## config.mk

```make
export PLATFORM = sky130hd
export DESIGN_NAME = digit_serial_subtractor
export DESIGN_NICKNAME = d
export VERILOG_FILES = /design/src/rtl/digit_serial_subtractor.sv
export SDC_FILE = /design/constraint.sdc
export NUM_CORES = 1
export LEC_CHECK = 0
export BUFFER_PORTS_ARGS = -buffer_cell sky130_fd_sc_hd__buf_4
export CORE_MARGIN = 2
export CORE_UTILIZATION = 50
export CTS_BUF_LIST = sky130_fd_sc_hd__clkbuf_16
export CTS_CLUSTER_DIAMETER = 100
export DETAILED_ROUTE_END_ITERATION = 6
export PLACE_DENSITY = 0.86
export SYNTH_ARGS = -nofsm -noshare
export SYNTH_HDL_FRONTEND = slang
export SYNTH_SLANG_ARGS = --single-unit
```

## constraint.sdc

```tcl
create_clock -name clk -period 2.9 [get_ports clk]
set_input_delay 0.145 -clock clk [delete_from_list [all_inputs] [get_ports clk]]
set_output_delay 0.145 -clock clk [all_outputs]
set_load 0.01 [all_outputs]
```

## src/rtl/digit_serial_subtractor.sv

```systemverilog
// Digit-serial subtractor: diff_ext = a - b - bin, one DIGIT_WIDTH slice per cycle, LSB first.
// Result MSB is the borrow-out, matching the adder's DATA_WIDTH+1 extended-result format.
module digit_serial_subtractor #(
    parameter int unsigned DATA_WIDTH  = 32,
    parameter int unsigned DIGIT_WIDTH = 8
) (
    input  logic                  clk,
    input  logic                  rst_n,
    input  logic                  in_valid,
    output logic                  in_ready,
    input  logic [DATA_WIDTH-1:0] a,
    input  logic [DATA_WIDTH-1:0] b,
    input  logic                  bin,
    output logic                  out_valid,
    input  logic                  out_ready,
    output logic [DATA_WIDTH:0]   diff_ext,
    output logic                  busy
);

    // Same ceiling-log2 as adder_pkg::clog2, kept local so the block elaborates standalone.
    function automatic int unsigned clog2(input int unsigned v);
        int unsigned r;
        r = 0;
        for (int unsigned i = 0; i < 32; i++) begin
            if ((32'd1 << i) < v) r = i + 1;
        end
        return r;
    endfunction

    localparam int unsigned NUM_DIGITS = DATA_WIDTH / DIGIT_WIDTH;
    localparam int unsigned CNT_W      = (clog2(NUM_DIGITS) < 1) ? 1 : clog2(NUM_DIGITS);

    if ((DATA_WIDTH % DIGIT_WIDTH) != 0) begin : g_width_check
        $error("DIGIT_WIDTH must divide DATA_WIDTH exactly");
    end

    typedef enum logic [1:0] {StIdle, StCalc, StDone} state_t;

    state_t                  state_q;
    logic [CNT_W-1:0]        cnt_q;
    logic                    borrow_q;
    logic [DATA_WIDTH-1:0]   a_q;
    logic [DATA_WIDTH-1:0]   b_q;
    logic [DATA_WIDTH:0]     res_q;

    logic [DIGIT_WIDTH:0]              dsub;
    logic [DATA_WIDTH+DIGIT_WIDTH-1:0] res_cat;
    logic [DATA_WIDTH-1:0]             res_shift;
    logic                              last_digit;

    // Operands shift right each cycle, so the current digit is always the low slice;
    // result digits enter at the top and have walked down to their place after NUM_DIGITS.
    always_comb begin
        dsub       = {1'b0, a_q[DIGIT_WIDTH-1:0]} - {1'b0, b_q[DIGIT_WIDTH-1:0]}
                     - {{DIGIT_WIDTH{1'b0}}, borrow_q};
        res_cat    = {dsub[DIGIT_WIDTH-1:0], res_q[DATA_WIDTH-1:0]};
        res_shift  = res_cat[DATA_WIDTH+DIGIT_WIDTH-1:DIGIT_WIDTH];
        last_digit = (cnt_q == CNT_W'(NUM_DIGITS - 1));
    end

    always_ff @(posedge clk) begin
        if (!rst_n) begin
            state_q  <= StIdle;
            cnt_q    <= '0;
            borrow_q <= 1'b0;
            a_q      <= '0;
            b_q      <= '0;
            res_q    <= '0;
        end else begin
            case (state_q)
                StIdle: begin
                    if (in_valid) begin
                        a_q      <= a;
                        b_q      <= b;
                        borrow_q <= bin;
                        cnt_q    <= '0;
                        state_q  <= StCalc;
                    end
                end
                StCalc: begin
                    a_q                   <= a_q >> DIGIT_WIDTH;
                    b_q                   <= b_q >> DIGIT_WIDTH;
                    borrow_q              <= dsub[DIGIT_WIDTH];
                    res_q[DATA_WIDTH-1:0] <= res_shift;
                    cnt_q                 <= cnt_q + CNT_W'(1);
                    if (last_digit) begin
                        res_q[DATA_WIDTH] <= dsub[DIGIT_WIDTH];
                        state_q           <= StDone;
                    end
                end
                StDone: begin
                    if (out_ready) state_q <= StIdle;
                end
                default: state_q <= StIdle;
            endcase
        end
    end

    assign in_ready  = (state_q == StIdle);
    assign out_valid = (state_q == StDone);
    assign busy      = (state_q != StIdle);
    assign diff_ext  = res_q;

endmodule

```

==> out/results.txt <==
Post-synth ARST share = 0%
Internal = 2.56 mW
Slew headroom = 35.0%
Post-layout minimum cycle time = 2.69 ns
Post-Syn Nets = 647
Placer Congestion = 0.901
Die area = 10,800 um^2
Final std cells w/o fill = 769
Pre-Repair DR Iteration Count = 4
Ports = 105
Commonest non-fill, non-tap cell in the layout = buf_4
Clk sinks = 102
Core Footprint = 9730 um^2
Dpl ws = 0.110 ns
Hold_buf cts = 0
# rows = 36
Die height = 104 um
CTS root buffer = clkbuf_16
Worst setup path startpoint = borrow_q
Dpl hpwl = 7840 um
Reg-to-Reg Start = borrow_q
Final hold viol count = 0
R2R Path End = diff_ext[28]
Max-cap violations = 0
Post-DP Area = 5710 um^2
Post-CTS Resized = 0
Drc violations = 0
Worst-path cell with the longest stage delay = fa_1
Synth top area share = 41.1%
Setup violations, final = 0
H-tree levels = 3
Total track usage = 21.0%
DR vias = 4,159
CTS tree = built
CP max FO = 3
Ys flop type = dfxtp_1
Net Sw Frac = 27.7%
Area leader, netlist = dfxtp_1
Reg2Reg Setup Slack = 0.21 ns
Yosys warnings = 0
Clk pin slew, worst setup/hold paths = 0.07 ns
Worst path max stage delay = 0.56 ns
Diodes inserted = 0
Clk buf depth = 2
Routed WL = 11,500 um
Placed Cells = 753
Final non-filler cell area = 6010 um^2
Comb pwr share = 21.9%
Wire length per cell = 14.9 um
Worst-Skew Late Latency = 0.35 ns
Avg Cell Area, Syn = 8.86 um^2
Number of synthesized flops with an enable pin = 0
Worst VDD drop = 0.358 mV
Worst-Margin Slew = 0.976 ns
CP Class = reg -> reg
Post-synthesis cell count = 561
#FFs+latches synth = 102
Cell Chain, Critical Path = inv_1 > fa_1 > inv_1 > ha_1 > or2_2 > fa_2 > nand2b_1 > a21oi_1 > xor2_1 > o21ai_1 > and2_1
Vias in the first global route = 4,022
Largest net degree at the start of global routing = 108
Mapped Area = 4970 um^2
Flop pwr share = 44.7%
Leak pwr = 2.53 nW
Layout fillers = 840
Psw = 0.978 mW
Type of origin of the critical path = register
Pwr/cell area = 588 nW/um^2
Tcrit/Tclk final = 92.8%
Hold Path Class = in -> reg
Status = completed
Worst Path Arrival = 2.92 ns
Nets = 717
Cts bufs inserted = 9
Initial Util = 51.1%
Final Max Tran Viols = 0
Clock Skew = 0.00830 ns
P&R area growth vs syn = 20.9%
Most frequent cells in the layout = buf_4 (110), dfxtp_1 (100), nor2b_1 (59)
Share of layout cells above drive strength 1 = 31.8%
Final setup margin = 0.209 ns
I/O Buffers = 104
Sequential area share after synthesis = 41.1%
R2R cell count = 11
Postcts setup bufs = 0
Total gr overflow = 0
Clock group share of total power = 33.4%
Largest cells by area after synthesis = dfxtp_1 (41%), o221a_2 (11%), nor2b_1 (7.5%)
First-pass GRT wire length = 18,900 um
Setup crit end = diff_ext[28]
Max Freq = 0.372 GHz
Setup TNS = 0 ns
Iter 0 DRT Violations = 250
Final core utilization = 61.8%
Critical Path Sink Type = register
Drt via density = 5.41
Cell repeated most along the worst path = inv_1
Worst path required time = 3.13 ns
Initial antenna violation count = 0
Die X = 104 um
RSZ-0062 raised after global routing = no
DRT antenna net count = 0
Synth cell types = 43
## worst min-delay path by stage
stage / start / endpoint / slack (ns) / depth (start not counted)
final: b[30] / b_q[30] / 0.05 / 3
after global routing: a[29] / a_q[29] / 0.05 / 3
after CTS: b[30] / b_q[30] / 0.05 / 3
after detailed placement: b[30] / b_q[30] / 0.40 / 3
after global placement: b[29] / b_q[29] / 0.40 / 3
after floorplan: a[29] / a_q[29] / 0.30 / 2
## critical path: cells and delay by family (launching register included)
family / cells / cell delay (ns)
and+or+nand+nor: 3 / 0.65
adders and majority gates: 3 / 1.09
DFF: 1 / 0.31
xor gates and xnor gates: 1 / 0.16
AOI/OAI and AO/OA: 2 / 0.26
buffers and inverters: 2 / 0.11
## kinds of logic (layout without fill, tap and decap cells)
| group | Yosys count | count (layout) | synth area share [%] |
|---|---|---|---|
| and+or+nand+nor | 200 | 200 | 20.2 |
| AOI/OAI and AO/OA | 165 | 165 | 26.4 |
| DFF | 102 | 102 | 41.1 |
| buffers and inverters | 72 | 147 | 6.89 |
| xor gates and xnor gates | 5 | 5 | 0.881 |
| adders and majority gates | 17 | 17 | 4.58 |
## power groups by stage
stage          clock [mW]  sequential [mW]  combinational (mW)
2_1_floorplan           0             1.60               0.546
3_3_place_gp            0             1.61               0.730
3_5_place_dp            0             1.61               0.762
4_1_cts              1.20             1.58               0.770
5_1_grt              1.26             1.59               0.865
6_report             1.18             1.58               0.773
## through the flow
step	total power, mW	hold WS, ns
after floorplan	2.15	0.305
after global placement	2.34	0.398
after detailed placement	2.38	0.405
after CTS	3.55	0.0496
after global routing	3.72	0.0522
final	3.54	0.0543
## state kept, by name, indices dropped and copies added, names as in the netlist
register,cells
state_q,2
b_q,32
diff_ext,33
cnt_q,2
borrow_q,1
a_q,32
## metal layers
metal	part of all wire, %	vias up	global-route usage [%]
met5	0	-	0
met4	1.3	0	5.79
met3	5.7	15	5.16
met2	51	114	37.4
met1	42	1949	25.1
li1	-	2081	-
## final cells by class
cell class / instances / area (um^2) / area share [%]
multi-input cells: 387 / 2610 / 43.3
flip-flops and latches: 102 / 2040 / 34.0
repair buffers: 110 / 826 / 13.7
clock buffers: 9 / 225 / 3.75
well taps: 133 / 166 / 2.77
inverters: 21 / 78.8 / 1.31
clock inverters: 7 / 65.1 / 1.08
## synthesized netlist by cell type (2+ instances only)
cell type,number
o21ai_1,2
buf_4,4
buf_2,21
a22oi_2,9
buf_6,2
nor2b_2,9
xor2_1,2
a22oi_1,8
o221a_2,48
dfxtp_1,102
nor2b_1,60
and2_1,3
clkbuf_1,20
o21a_1,2
xnor2_1,3
ha_1,15
fa_1,2
inv_1,20
a21oi_1,55
nand2_1,57
nand2b_1,4
buf_1,3
a21boi_0,25
nor2_1,53
o211ai_1,5
o21ai_0,6
nand4_1,2
nand3_1,4
Note: power is estimated with default switching activity, not from simulation.
